**config.mk**
```make
export PLATFORM = sky130hd
export DESIGN_NAME = bounce_mon_flat
export DESIGN_NICKNAME = d
export VERILOG_FILES = /design/src/rtl/bounce_mon_if.sv /design/src/rtl/bounce_mon.sv /design/src/flat_wrapper.sv
export SDC_FILE = /design/constraint.sdc
export NUM_CORES = 1
export LEC_CHECK = 0
export ABC_AREA = 0
export CORE_MARGIN = 2
export CORE_UTILIZATION = 25
export DETAILED_ROUTE_END_ITERATION = 10
export SLEW_MARGIN = 10
export SYNTH_ARGS = -nofsm -noshare
export SYNTH_HDL_FRONTEND = slang
export SYNTH_SLANG_ARGS = --single-unit
```
**constraint.sdc**
```tcl
create_clock -name clk -period 5.1 [get_ports clk]
set_clock_uncertainty 0.2 [all_clocks]
set_input_delay 1.02 -clock clk [delete_from_list [all_inputs] [get_ports clk]]
set_output_delay 1.02 -clock clk [all_outputs]
set_load 0.05 [all_outputs]
```
**src/rtl/bounce_mon_if.sv**
```systemverilog
// Sample and status bundle for bounce_mon. Declares err_cnt only when
// BOUNCE_MON_ERR_CNT_EN is defined.
interface bounce_mon_if #(
    parameter int SW_W = 8
);
    logic [2:0]      cnt_in;
    logic            cnt_vld;
    logic            dir;
    logic            peak;
    logic            valley;
    logic            err;
    logic            locked;
    logic [SW_W-1:0] sweep_cnt;
`ifdef BOUNCE_MON_ERR_CNT_EN
    logic [7:0]      err_cnt;
`endif

    // Upstream side: drives samples and observes the tracking status.
    modport master (
        output cnt_in,
        output cnt_vld,
        input  dir,
        input  peak,
        input  valley,
        input  err,
        input  locked,
        input  sweep_cnt
`ifdef BOUNCE_MON_ERR_CNT_EN
        , input err_cnt
`endif
    );

    modport slave (
        input  cnt_in,
        input  cnt_vld,
        output dir,
        output peak,
        output valley,
        output err,
        output locked,
        output sweep_cnt
`ifdef BOUNCE_MON_ERR_CNT_EN
        , output err_cnt
`endif
    );
endinterface

```
**src/rtl/bounce_mon.sv**
```systemverilog
// Tracks a 0..6 bouncing up/down counter, flags turns and illegal steps.
// Define BOUNCE_MON_ERR_CNT_EN to add the saturating err_cnt output.
module bounce_mon #(
    parameter int LOCK_STEPS = 3,
    parameter int SW_W       = 8
) (
    input logic         clk,
    input logic         rst,
    bounce_mon_if.slave bus
);
    typedef enum logic [1:0] {IDLE, ACQ, UP, DOWN} state_t;

    localparam logic [3:0] LOCK_LIM = 4'(LOCK_STEPS);

    state_t          state_q, state_d;
    logic [2:0]      prev_q, prev_d;
    logic [3:0]      step_q, step_d;
    logic            dir_q, dir_d;
    logic            peak_q, peak_d;
    logic            valley_q, valley_d;
    logic            err_q, err_d;
    logic            locked_q, locked_d;
    logic [SW_W-1:0] sweep_q, sweep_d;
    logic [2:0]      prevInc, prevDec;
    logic            legal;
`ifdef BOUNCE_MON_ERR_CNT_EN
    logic [7:0]      err_cnt_q, err_cnt_d;
`endif

    assign prevInc = prev_q + 3'd1;
    assign prevDec = prev_q - 3'd1;

    // Classify each qualified sample against the tracked state; a 7 never
    // enters prev, so prevInc/prevDec never wrap on a value we could hold.
    always_comb begin
        state_d  = state_q;
        prev_d   = prev_q;
        step_d   = step_q;
        dir_d    = dir_q;
        locked_d = locked_q;
        sweep_d  = sweep_q;
        peak_d   = 1'b0;
        valley_d = 1'b0;
        err_d    = 1'b0;
        legal    = 1'b0;
        if (bus.cnt_vld) begin
            if (bus.cnt_in != 3'd7) begin
                prev_d = bus.cnt_in;
            end
            case (state_q)
                IDLE: begin
                    if (bus.cnt_in == 3'd7) begin
                        err_d = 1'b1;
                    end else begin
                        state_d = ACQ;
                    end
                end
                ACQ: begin
                    if (prev_q <= 3'd5 && bus.cnt_in == prevInc) begin
                        state_d = UP;
                        legal   = 1'b1;
                    end else if (prev_q >= 3'd2 && bus.cnt_in == prevDec) begin
                        state_d = DOWN;
                        legal   = 1'b1;
                    end else begin
                        err_d = 1'b1;
                    end
                end
                UP: begin
                    if (prev_q < 3'd6 && bus.cnt_in == prevInc) begin
                        legal = 1'b1;
                    end else if (prev_q == 3'd6 && bus.cnt_in == 3'd5) begin
                        legal   = 1'b1;
                        peak_d  = 1'b1;
                        state_d = DOWN;
                    end else begin
                        err_d   = 1'b1;
                        state_d = ACQ;
                    end
                end
                DOWN: begin
                    if (prev_q > 3'd1 && bus.cnt_in == prevDec) begin
                        legal = 1'b1;
                    end else if (prev_q == 3'd1 && bus.cnt_in == 3'd2) begin
                        legal    = 1'b1;
                        valley_d = 1'b1;
                        sweep_d  = sweep_q + SW_W'(1);
                        state_d  = UP;
                    end else begin
                        err_d   = 1'b1;
                        state_d = ACQ;
                    end
                end
                default: state_d = IDLE;
            endcase
            if (err_d) begin
                step_d = 4'd0;
            end else if (legal && step_q < LOCK_LIM) begin
                step_d = step_q + 4'd1;
            end
            locked_d = (step_d >= LOCK_LIM);
            dir_d    = (state_d == DOWN);
        end
    end

`ifdef BOUNCE_MON_ERR_CNT_EN
    always_comb begin
        err_cnt_d = err_cnt_q;
        if (err_d && err_cnt_q != 8'hFF) begin
            err_cnt_d = err_cnt_q + 8'd1;
        end
    end

    always_ff @(posedge clk or posedge rst) begin
        if (rst) begin
            err_cnt_q <= 8'd0;
        end else begin
            err_cnt_q <= err_cnt_d;
        end
    end

    assign bus.err_cnt = err_cnt_q;
`endif

    // Tracking state and every output live here, so outputs lag the sample by one cycle.
    always_ff @(posedge clk or posedge rst) begin
        if (rst) begin
            state_q  <= IDLE;
            prev_q   <= 3'd0;
            step_q   <= 4'd0;
            dir_q    <= 1'b0;
            peak_q   <= 1'b0;
            valley_q <= 1'b0;
            err_q    <= 1'b0;
            locked_q <= 1'b0;
            sweep_q  <= '0;
        end else begin
            state_q  <= state_d;
            prev_q   <= prev_d;
            step_q   <= step_d;
            dir_q    <= dir_d;
            peak_q   <= peak_d;
            valley_q <= valley_d;
            err_q    <= err_d;
            locked_q <= locked_d;
            sweep_q  <= sweep_d;
        end
    end

    assign bus.dir       = dir_q;
    assign bus.peak      = peak_q;
    assign bus.valley    = valley_q;
    assign bus.err       = err_q;
    assign bus.locked    = locked_q;
    assign bus.sweep_cnt = sweep_q;
endmodule

```
**src/flat_wrapper.sv**
```systemverilog
// flat-port wrapper written by rule: the top's interface ports become plain ports
module bounce_mon_flat 
#(
    parameter int LOCK_STEPS = 3,
    parameter int SW_W       = 8
)
  (clk, rst, bus_cnt_in, bus_cnt_vld, bus_dir, bus_peak, bus_valley, bus_err, bus_locked, bus_sweep_cnt);
  bounce_mon_if #(.SW_W(SW_W)) bus_i ();
  input logic clk;
  input logic rst;
  input wire logic [$bits(bus_i.cnt_in)-1:0] bus_cnt_in;
  input wire logic [$bits(bus_i.cnt_vld)-1:0] bus_cnt_vld;
  output wire logic [$bits(bus_i.dir)-1:0] bus_dir;
  output wire logic [$bits(bus_i.peak)-1:0] bus_peak;
  output wire logic [$bits(bus_i.valley)-1:0] bus_valley;
  output wire logic [$bits(bus_i.err)-1:0] bus_err;
  output wire logic [$bits(bus_i.locked)-1:0] bus_locked;
  output wire logic [$bits(bus_i.sweep_cnt)-1:0] bus_sweep_cnt;
  assign bus_i.cnt_in = bus_cnt_in;
  assign bus_i.cnt_vld = bus_cnt_vld;
  assign bus_dir = bus_i.dir;
  assign bus_peak = bus_i.peak;
  assign bus_valley = bus_i.valley;
  assign bus_err = bus_i.err;
  assign bus_locked = bus_i.locked;
  assign bus_sweep_cnt = bus_i.sweep_cnt;
  bounce_mon #(.LOCK_STEPS(LOCK_STEPS), .SW_W(SW_W)) u_core (.clk(clk), .rst(rst), .bus(bus_i));
endmodule
```
After elaboration in Yosys (flattened, before gate mapping)
Cells that the tools add are included.

Input bits: 6. Logic and storage cells: 78. Register bits: 22.

Mux-type cells: 36. Equal/unequal tests: 12. Magnitude comparators: 6. Reduce and logical (&&, ||, !) cells: 10. Bitwise logic cells: 1. Add/subtract/negate cells: 4.

Operators with widths (number): 2-to-1 mux 1 bit (22); 2-to-1 mux 2 bit (8); 2-to-1 mux 4 bit (3); == test 3 bit (second input constant) (3); adder 8 x 1 -> 8 bit (second input constant) (1); one-hot mux 2 bit (4 select lines) (1); logical AND 1 bit (7); == test 2 bit (second input constant) (3); == test 3 bit (2); adder 4 x 1 -> 4 bit (second input constant) (1); >= comparator 4 x 2 -> 1 bit (second input constant) (1); < comparator 4 x 2 -> 1 bit (second input constant) (1); one-hot mux 1 bit (4 select lines) (1); AND reduction 4 bit (1); adder 3 x 1 -> 3 bit (second input constant) (1); == test 3 x 1 -> 1 bit (second input constant) (1); == test 3 x 2 -> 1 bit (second input constant) (1); >= comparator 3 x 2 -> 1 bit (second input constant) (1); > comparator 3 x 1 -> 1 bit (second input constant) (1); <= comparator 3 bit (second input constant) (1); < comparator 3 bit (second input constant) (1); inequality test 3 bit (second input constant) (1); one-hot mux 1 bit (3 select lines) (1); subtractor 3 x 1 -> 3 bit (second input constant) (1); other kinds (4) (4).

Depth between registers and ports, before layout
Gate-level depths: netlist of the first run.

Word-level depth: 12. Depth in mapped cells: 7.

Worst setup path before layout of the first run
No wires, ideal clock.

Kind: input port to flip-flop. Start: in bus_cnt_in[2]. End: reg u_core.sweep_q[5], in the netlist u_core.bus.sweep_cnt[5]. Setup slack: 2.373 ns. Stages: 6. Path buffers: 1. Arrival time: 2.386 ns. Path through: buf_6 -> or3_4 -> nor4_4 -> and4_4 -> nand3_2 -> xnor2_1.

Cells in the longest elaborated chain, start to end: 4. Elaborated cells on any way between the ends: 6.

Ends and longest elaborated chain: from (decl) (line flat_wrapper.sv:11) `input wire logic [$bits(bus_i.cnt_in)-1:0] bus_cnt_in;`; == test 3 bit (line bounce_mon.sv:82) `if (prev_q > 3'd1 && bus.cnt_in == prevDec) begin`; logical AND 1 bit (line bounce_mon.sv:82); inverter 1 bit (no source line); AND reduction 4 bit (no source line) *; to (signal assigned) (line bounce_mon.sv:146) `sweep_q <= sweep_d;`; to (decl) (line bounce_mon.sv:23) `logic [SW_W-1:0] sweep_q, sweep_d;`.

Every way passes the cells marked *; elsewhere a longest branch is shown, timed or not. A chain may end at the register's enable or synchronous reset.

Final worst setup path of the first run
Start: in bus_cnt_in[2]. End: reg u_core.sweep_q[7], in the netlist u_core.bus.sweep_cnt[7].

Same word-level chain as after synthesis.

==> results of run 1 <==
## sequential cells by signal (all words and copies together), names as in the netlist
signal	count
u_core.bus.sweep_cnt	8
u_core.bus.dir	1
u_core.bus.locked	1
u_core.bus.valley	1
u_core.prev_q	3
u_core.state_q	2
u_core.bus.err	1
u_core.step_q	4
u_core.bus.peak	1
## report_power, final
part | total (mW) | switching [mW] | internal, mW
Sequential | 0.235 | 0.0351 | 0.200
Clock | 0.161 | 0.0558 | 0.105
Combinational | 0.213 | 0.120 | 0.0930
## stage by stage
stage	cell area, µm²	std cells
3_3_place_gp	1515	201
3_5_place_dp	1515	201
5_1_grt	1587	205
6_report	1587	205
4_1_cts	1587	205
2_1_floorplan	1284	117
## cells by family after synthesis
group           count (synthesis)  synth area share
mux                             4           0.03411
compound gates                 27            0.1560
xor+xnor                       12            0.1062
buf+inv                        13           0.05458
fa+ha+maj                       6           0.05848
flops                          22            0.4289
simple gates                   33            0.1618
## per-layer routing
| layer | GRT usage | part of all wire | vias to the layer above |
|---|---|---|---|
| met4 | 0.02339 | 0.012 | 0 |
| met1 | 0.1172 | 0.46 | 430 |
| li1 | - | - | 465 |
| met5 | 0 | 0 | - |
| met2 | 0.1488 | 0.48 | 24 |
| met3 | 0.03175 | 0.046 | 4 |
## how the worst min path moves through the flow
stage,startpoint,end,cells after the start
CTS,u_core.bus.sweep_cnt[7],u_core.bus.sweep_cnt[7],1
detailed placement,u_core.bus.sweep_cnt[7],u_core.bus.sweep_cnt[7],1
global placement,u_core.bus.sweep_cnt[7],u_core.bus.sweep_cnt[7],1
global route,u_core.bus.sweep_cnt[7],u_core.bus.sweep_cnt[7],1
finish,u_core.bus.sweep_cnt[7],u_core.bus.sweep_cnt[7],1
floorplan,u_core.step_q[0],u_core.step_q[0],1
## critical path, stage by stage
cell and delay (ns):
clkdlybuf4s50_1 0.54, or3_4 0.46, nor4_4 0.41, and4_4 0.32, nand3_2 0.08, xnor2_1 0.13
## synth_stat cells
cell type | instances | area [µm²]
nand3_2 | 2 | 20.02
a32oi_1 | 2 | 17.52
or3_4 | 1 | 11.26
o21ba_2 | 1 | 10.01
nor4_4 | 1 | 21.27
or4_1 | 1 | 7.510
a311oi_1 | 2 | 17.52
o31a_1 | 1 | 8.760
ha_1 | 6 | 75.07
clkbuf_1 | 1 | 3.750
and4_4 | 1 | 11.26
clkbuf_8 | 1 | 13.76
a41oi_1 | 1 | 8.760
o211a_1 | 1 | 10.01
a211o_1 | 1 | 8.760
nand2b_1 | 2 | 12.51
dfrtp_1 | 22 | 550.5
buf_6 | 1 | 11.26
xnor2_1 | 6 | 52.55
o31ai_1 | 3 | 22.52
nor2b_1 | 2 | 12.51
mux2_2 | 3 | 33.78
o32ai_1 | 1 | 8.760
mux2i_1 | 1 | 10.01
buf_4 | 1 | 7.510
a31oi_1 | 1 | 6.260
nand2_1 | 8 | 30.03
o22ai_1 | 1 | 6.260
a31o_2 | 1 | 8.760
a21oi_1 | 7 | 35.03
and3_1 | 1 | 6.260
or3_1 | 1 | 6.260
inv_1 | 9 | 33.78
nor3_1 | 4 | 20.02
nand4_1 | 4 | 25.02
and2_4 | 1 | 8.760
xnor3_4 | 1 | 26.28
a22oi_1 | 1 | 7.510
xnor3_1 | 1 | 22.52
nor2_1 | 4 | 15.01
o2111ai_1 | 1 | 8.760
xor2_1 | 4 | 35.03
o21a_1 | 2 | 15.01
## layout make-up
| type | count | area share |
|---|---|---|
| sequential | 22 | 0.3470 |
| clock buffer | 3 | 0.02603 |
| tap | 70 | 0.05521 |
| multi-input combinational | 82 | 0.4180 |
| timing repair buffer | 18 | 0.1136 |
| inverter | 9 | 0.02129 |
| clock inverter | 1 | 0.01893 |
==> flow_summary_export.csv, run 1 <==
group,metric,value,unit
clocking,ctsHoldBuffers,0,
timing,slew_headroom,0.4444,
floorplanning,die_area,5724,µm²
global_routing,grt_max_degree,23,
timing,hold_violations,0,
drt,vias,923,
timing,fin_setup_tns,0,ns
cells_and_area,drive_gt1_frac,0.1185,
placed_design,pre_cts_ws,1.800,ns
global_routing,antenna_found_initial,0,
timing,hold_ws,0.2844,ns
timing,fin_crit,3.006,ns
logic_synthesis,yosys_register_bits,22,
cells_and_area,fillCellCount,512,
cells_and_area,areaGrowthSynthToFinish,23.59,%
setup_path,rrSetupSlack,2.76,ns
setup_path,critPathMaxFanout,7,
floorplanning,rows,26,
setup_path,crit_path_end_kind,"flop",
logic_synthesis,syn-num-nets,129,
global_routing,grt.total_usage,0.09169,
logic_synthesis,ys_types,43,
setup_path,r2r-start,"u_core.prev_q[0]",
floorplanning,initial_core_util,0.2546,
clocking,cts_root_buf,"clkbuf_8",
cells_and_area,final_common_cell,"dfrtp_1",
setup_path,cp-start-kind,"primary input",
pwr,leakagePower,0.7009,nW
clocking,clkSinkCount,22,
timing,rsz0062_at_grt,"no",
cells_and_area,mostFrequentLayoutCells,"22 x dfrtp_1, 18 x clkdlybuf4s50_1, 9 x inv_1",
outcome,status,"finished clean",
cells_and_area,fin_nets,148,
timing,setup_ws,2.094,ns
setup_path,arrival,2.96,ns
logic_synthesis,yosys_warnings,0,
floorplanning,ios,19,
cells_and_area,multi_input_area,663.1,µm²
cells_and_area,antennaDiodeCount,0,
clocking,postCtsSetupBuffers,0,
placed_design,port_buffers,18,
cells_and_area,ff_latch_area,550.5,µm²
placed_design,dpl.hpwl,1.759,mm
pwr,max-vdd-ir-drop,136.9,µV
clocking,htreeDepth,1,
min_path,hp-class,"flop to flop",
drt,post_drt_wl_per_cell,11.42,µm
global_routing,overflow,0,
setup_path,critPathKind,"primary input to flop",
clocking,cts_tree,"yes",
setup_path,cp_data_required_time,5.05,ns
placed_design,globalplace.congestion,0.8517,
floorplanning,die_x,75.66,µm
drt,drtIter0Drc,30,
timing,max_freq,332.7,MHz
clocking,post_cts_resized,0,
drt,drtPass1Iterations,4,
clocking,clk_pin_slew,0.08,ns
pwr,p_per_area,383.9,nW/µm²
pwr,total_power,0.6091,mW
logic_synthesis,yosysSeqAreaShare,0.4288,
timing,tightest_slew,0.8325,ns
timing,setup_violations,0,
drt,wl,2.342,mm
floorplanning,core-area,5042,µm²
drt,ant_nets,0,
floorplanning,fp.dieH,75.66,µm
setup_path,r2r_cells,7,
logic_synthesis,syn-instance-count,117,
clocking,clk_latency,0.26,ns
global_routing,grt_pass1_vias,870,
setup_path,cp-startpoint,"bus_cnt_in[2]",
setup_path,critical_path.endpoint,"u_core.bus.sweep_cnt[7]",
drt,viasPerCell,4.502,
drt,drc,0,
logic_synthesis,syn_area,1284,µm²
cells_and_area,fin_util,0.3146,
clocking,numCtsBuffers,3,
global_routing,grt_pass1_wl,4.029,mm
job,drv_cap,0,
clocking,clock_path_buffers,2,
setup_path,rr_endpoint,"u_core.bus.dir",
timing,slew_violations,0,
logic_synthesis,syn_area_per_cell,10.97,µm²
timing,min_period_over_period,0.5894,
Note: power is estimated with default switching activity, not from simulation.
==> run 2, diff against run 1 <==
Clock period 5.1 ns to 2.4 ns, I/O delays scaled along.
==> run 2 against run 1 <==
Net effect:
- critical endpoint is now u_core.state_q[1]
- worst hold slack got worse by 0.0050 ns
- sequential cell count did not move
- clock power rose by 110%
==> flow_summary_export.csv, run 2 (same netlist as run 1, synthesis figures left out) <==
group,metric,value,unit
outcome,status,"finished clean",
drt,drtIter0Drc,40,
timing,slew_headroom,0.6632,
setup_path,crit_path_end_kind,"flop",
timing,setup_ws,0.1608,ns
min_path,hold_depth,1,
floorplanning,ios,19,
cells_and_area,antennaDiodeCount,0,
pwr,max-vdd-ir-drop,255.5,µV
cells_and_area,drive_gt1_frac,0.2067,
clocking,cts_tree,"yes",
cells_and_area,mostFrequentLayoutCells,"22 x dfrtp_1, 16 x clkdlybuf4s50_1, 15 x buf_4",
placed_design,pre_cts_ws,-0.2321,ns
pwr,p_switching,0.4655,mW
pwr,pwr-share-clk,0.254,
setup_path,critPathMaxFanout,6,
pwr,p_int,0.8921,mW
clocking,postCtsSetupBuffers,0,
clocking,cts_root_buf,"clkbuf_8",
min_path,hp-class,"flop to flop",
global_routing,antenna_found_initial,0,
drt,vias,987,
timing,hold_ws,0.2794,ns
setup_path,rr_endpoint,"u_core.state_q[1]",
cells_and_area,final_common_cell,"dfrtp_1",
global_routing,grt.total_usage,0.09917,
cells_and_area,design_area,1704,µm²
placed_design,dpl.hpwl,1.915,mm
drt,drtPass1Iterations,4,
cells_and_area,fillCellCount,521,
placed_design,port_buffers,18,
clocking,clk_latency,0.26,ns
timing,hold_violations,0,
floorplanning,core-area,5042,µm²
cells_and_area,areaGrowthSynthToFinish,32.75,%
global_routing,overflow,0,
pwr,swShare,0.3429,
pwr,leakagePower,0.7911,nW
drt,wl,2.536,mm
global_routing,grt_pass1_vias,961,
drt,viasPerCell,4.486,
timing,fin_crit,2.239,ns
timing,tightest_slew,0.5036,ns
clocking,clock_path_buffers,2,
drt,post_drt_wl_per_cell,11.53,µm
job,drv_cap,0,
floorplanning,rows,26,
pwr,p_per_area,796.7,nW/µm²
timing,fin_setup_tns,0,ns
setup_path,cp_data_required_time,2.35,ns
setup_path,critPathKind,"flop to flop",
pwr,seq_power_share,0.368,
min_path,min_from,"u_core.bus.sweep_cnt[7]",
setup_path,r2r_cells,8,
placed_design,placed_area,1628,µm²
clocking,htreeDepth,1,
setup_path,rrSetupSlack,0.16,ns
cells_and_area,fin_nets,163,
floorplanning,die_x,75.66,µm
drt,drc,0,
floorplanning,fp.dieH,75.66,µm
setup_path,r2r-start,"u_core.prev_q[1]",
clocking,ctsHoldBuffers,0,
timing,min_period_over_period,0.9330,
global_routing,grt_pass1_wl,4.271,mm
min_path,min_to,"u_core.bus.sweep_cnt[7]",
pwr,pwr-share-comb,0.378,
placed_design,globalplace.congestion,0.8613,
global_routing,grt_max_degree,23,
floorplanning,die_area,5724,µm²
clocking,numCtsBuffers,3,
clocking,post_cts_resized,0,
clocking,clk_pin_slew,0.08,ns
timing,setup_violations,0,
timing,rsz0062_at_grt,"no",
clocking,clkSinkCount,22,
setup_path,arrival,2.19,ns
timing,slew_violations,0,
pwr,total_power,1.358,mW
cells_and_area,largest_reg_flops,8,
setup_path,cp-start-kind,"flop",
timing,max_freq,446.6,MHz
drt,ant_nets,0,
floorplanning,initial_core_util,0.2546,
-- run 2: cell count changes in the layout (fill, tap and decap cells not counted) --
cell             previous run  this run
dlymetal6s2s_1              0         2
buf_4                       0        15
clkdlybuf4s50_1            18        16
-- run 2: power by group through the flow --
stage | sequential, mW | combinational [mW] | clock, mW
2_1_floorplan | 0.556 | 0.296 | 0
3_3_place_gp | 0.504 | 0.509 | 0
3_5_place_dp | 0.504 | 0.516 | 0
4_1_cts | 0.497 | 0.519 | 0.356
5_1_grt | 0.509 | 0.563 | 0.367
6_report | 0.499 | 0.513 | 0.345
-- run 2: worst max-delay path, stage by stage (launching register included) --
cell	delay (ns)
dfrtp_1	0.47
inv_1	0.10
ha_1	0.32
xor2_1	0.17
a41oi_1	0.21
o31ai_1	0.10
buf_4	0.15
and2_4	0.14
mux2_2	0.25
-- run 2: stage by stage --
stage | utilization | instances
detailed placement | 0.3228 | 216
floorplan | - | 117
global route | 0.3380 | 220
global placement | 0.3228 | 216
CTS | 0.3370 | 220
finish | 0.3380 | 220
-- run 2: cell type report --
cell class / count / area, µm² / share of cell area
inverters: 9 / 33.78 / 0.01982
well taps: 70 / 87.58 / 0.05140
clock buffers: 3 / 41.29 / 0.02423
multi-input cells: 82 / 663.1 / 0.3891
clock inverters: 1 / 30.03 / 0.01762
flip-flops and latches: 22 / 550.5 / 0.3231
repair buffers: 33 / 297.8 / 0.1747
-- run 2: worst max-delay path by stage --
stage	from	to	slack, ns	cells past startpoint
5_1_grt	u_core.prev_q[1]	u_core.step_q[1]	0.01	8
2_1_floorplan	bus_cnt_in[2]	u_core.bus.sweep_cnt[5]	0.21	6
6_report	u_core.prev_q[1]	u_core.state_q[1]	0.16	8
4_1_cts	bus_cnt_in[0]	u_core.step_q[1]	0.03	7
3_3_place_gp	bus_cnt_in[0]	u_core.step_q[1]	-0.25	7
3_5_place_dp	bus_cnt_in[2]	u_core.state_q[1]	-0.23	7
-- run 2: layer usage --
metal / track usage / vias up / part of all wire
li1: - / 492 / -
met1: 0.1240 / 468 / 0.46
met2: 0.1643 / 25 / 0.48
met3: 0.03571 / 2 / 0.058
met4: 0.02339 / 0 / 0.0083
met5: 0 / - / 0
==> run 3, diff against run 2 <==
Settings changed: DONT_BUFFER_PORTS from default to 1.
==> run 3 against run 2 <==
Net effect:
- maximum frequency decreased by 0.36%
- non-clock buffer count decreased by 29
- first-iteration DRC count decreased by 43%
- largest power group is now sequential cells
- critical path depth decreased by 1
- cell area decreased by 16%
- via count decreased by 11%
- count of clock-buffer cells in the layout increased by 1
- global-route usage decreased by 0.77 points
- register-to-register slack about the same
- sequential share of layout area increased by 6.1 points
- wire length decreased by 3.4%
==> flow_summary_export.csv, run 3 (same netlist as run 1, synthesis figures left out) <==
group,metric,value,unit
timing,setup_violations,0,
drt,post_drt_wl_per_cell,12.82,µm
cells_and_area,ff_latch_area,550.5,µm²
floorplanning,rows,26,
cells_and_area,final_cells,191,
setup_path,worst-path-buf-inv,1,
cells_and_area,antennaDiodeCount,0,
pwr,max-vdd-ir-drop,284.1,µV
drt,drtPass1Iterations,4,
timing,fin_setup_tns,0,ns
timing,hold_ws,0.1004,ns
setup_path,arrival,2.25,ns
clocking,clk_pin_slew,0.08,ns
placed_design,globalplace.congestion,0.8490,
global_routing,grt_pass1_vias,845,
drt,drc,0,
min_path,hp-class,"primary input to flop",
setup_path,max_stage_delay,0.48,ns
floorplanning,die_x,75.66,µm
clocking,numCtsBuffers,3,
global_routing,grt_pass1_wl,4.015,mm
floorplanning,initial_core_util,0.2546,
cells_and_area,fillCellCount,531,
placed_design,port_buffers,0,
cells_and_area,final_common_cell,"dfrtp_1",
global_routing,overflow,0,
timing,hold_violations,0,
pwr,leakagePower,0.6516,nW
cells_and_area,multi_input_area,675.6,µm²
clocking,clock_path_buffers,2,
placed_design,dpl.hpwl,1.770,mm
job,drv_cap,0,
timing,tightest_slew,0.5925,ns
placed_design,placed_area,1358,µm²
clocking,cts_root_buf,"clkbuf_8",
cells_and_area,mostFrequentLayoutCells,"22 x dfrtp_1, 9 x inv_1, 8 x nand2_1",
drt,ant_nets,0,
cells_and_area,fin_nets,134,
floorplanning,fp.dieH,75.66,µm
global_routing,grt.total_usage,0.09151,
setup_path,cp-start-kind,"flop",
clocking,htreeDepth,1,
setup_path,slowest_stage,"dfrtp_1",
pwr,total_power,1.171,mW
floorplanning,core-area,5042,µm²
global_routing,grt_max_degree,23,
floorplanning,ios,19,
timing,slew_violations,0,
timing,slew_headroom,0.6050,
cells_and_area,areaGrowthSynthToFinish,11.79,%
timing,setup_ws,0.1526,ns
timing,max_freq,445.0,MHz
setup_path,cp_data_required_time,2.40,ns
timing,rsz0062_at_grt,"no",
pwr,p_per_area,815.9,nW/µm²
placed_design,dp.cells,186,
timing,fin_crit,2.247,ns
global_routing,antenna_found_initial,0,
floorplanning,die_area,5724,µm²
cells_and_area,largest_reg_flops,8,
placed_design,pre_cts_ws,0.1330,ns
drt,drtIter0Drc,23,
drt,vias,874,
cells_and_area,fin_util,0.2846,
clocking,clkSinkCount,22,
setup_path,critPathKind,"flop to flop",
clocking,clk_latency,0.26,ns
cells_and_area,design_area,1435,µm²
setup_path,path_cells,"inv_1, ha_1, xnor2_1, nand4_1, a32oi_2, and2_4, a31o_2",
setup_path,critPathTopFamily,"flip-flops",
timing,min_period_over_period,0.9364,
drt,wl,2.449,mm
clocking,cts_tree,"yes",
drt,viasPerCell,4.576,
setup_path,crit_path_end_kind,"flop",
cells_and_area,drive_gt1_frac,0.1736,
setup_path,critPathMaxFanout,8,
outcome,status,"finished clean",
==> run 3: cell type report <==
type | instances | area share
Sequential cell | 22 | 0.3836
Clock buffer | 4 | 0.03836
Inverter | 9 | 0.02354
Tap cell | 70 | 0.06103
Multi-Input combinational cell | 82 | 0.4708
Timing Repair Buffer | 4 | 0.02267
==> run 3: power breakdown <==
group          internal [mW]  leakage (nW)  switching [mW]
clock                  0.146        0.0288           0.115
sequential             0.424         0.290           0.154
combinational          0.165         0.333           0.167
total                  0.735         0.652           0.436
==> run 3: worst register-to-register path, delay by kind of cell, from the launching register on <==
kind	cells	cell delay [ns]
AO/OA/AOI/OAI	2	0.47
XOR/XNOR	1	0.19
adder cells (fa/ha/maj)	1	0.35
buffers and inverters	1	0.10
flip-flops	1	0.48
AND/OR/NAND/NOR	2	0.39
==> run 3: metal layers <==
metal	wire length, µm	GRT usage
met3	131	0.04101
met2	1260	0.1507
met4	11	0.01559
met5	0	0
met1	1046	0.1127
==> run 3: worst paths after layout <==
path	start	end	slack, ns	cells past startpoint
setup reg to reg	u_core.prev_q[0]	u_core.bus.dir	0.15	7
hold / removal	bus_cnt_vld	u_core.prev_q[2]	0.10	1
min in group asynchronous	rst	u_core.bus.sweep_cnt[7]	0.51	3
max in group asynchronous	rst	u_core.bus.sweep_cnt[4]	1.27	3
hold reg to reg	u_core.bus.sweep_cnt[2]	u_core.bus.sweep_cnt[2]	0.36	1
setup / recovery	u_core.prev_q[0]	u_core.bus.dir	0.15	7
==> run 3: repair_timing <==
| action | CTS | global route |
|---|---|---|
| setup endpoints to repair | 0 | 8 |
| hold buffers | 1 | 0 |
| endpoints found under the hold margin | 22 | 0 |
| setup buffers | 0 | 0 |
| resized for setup | 0 | 2 |
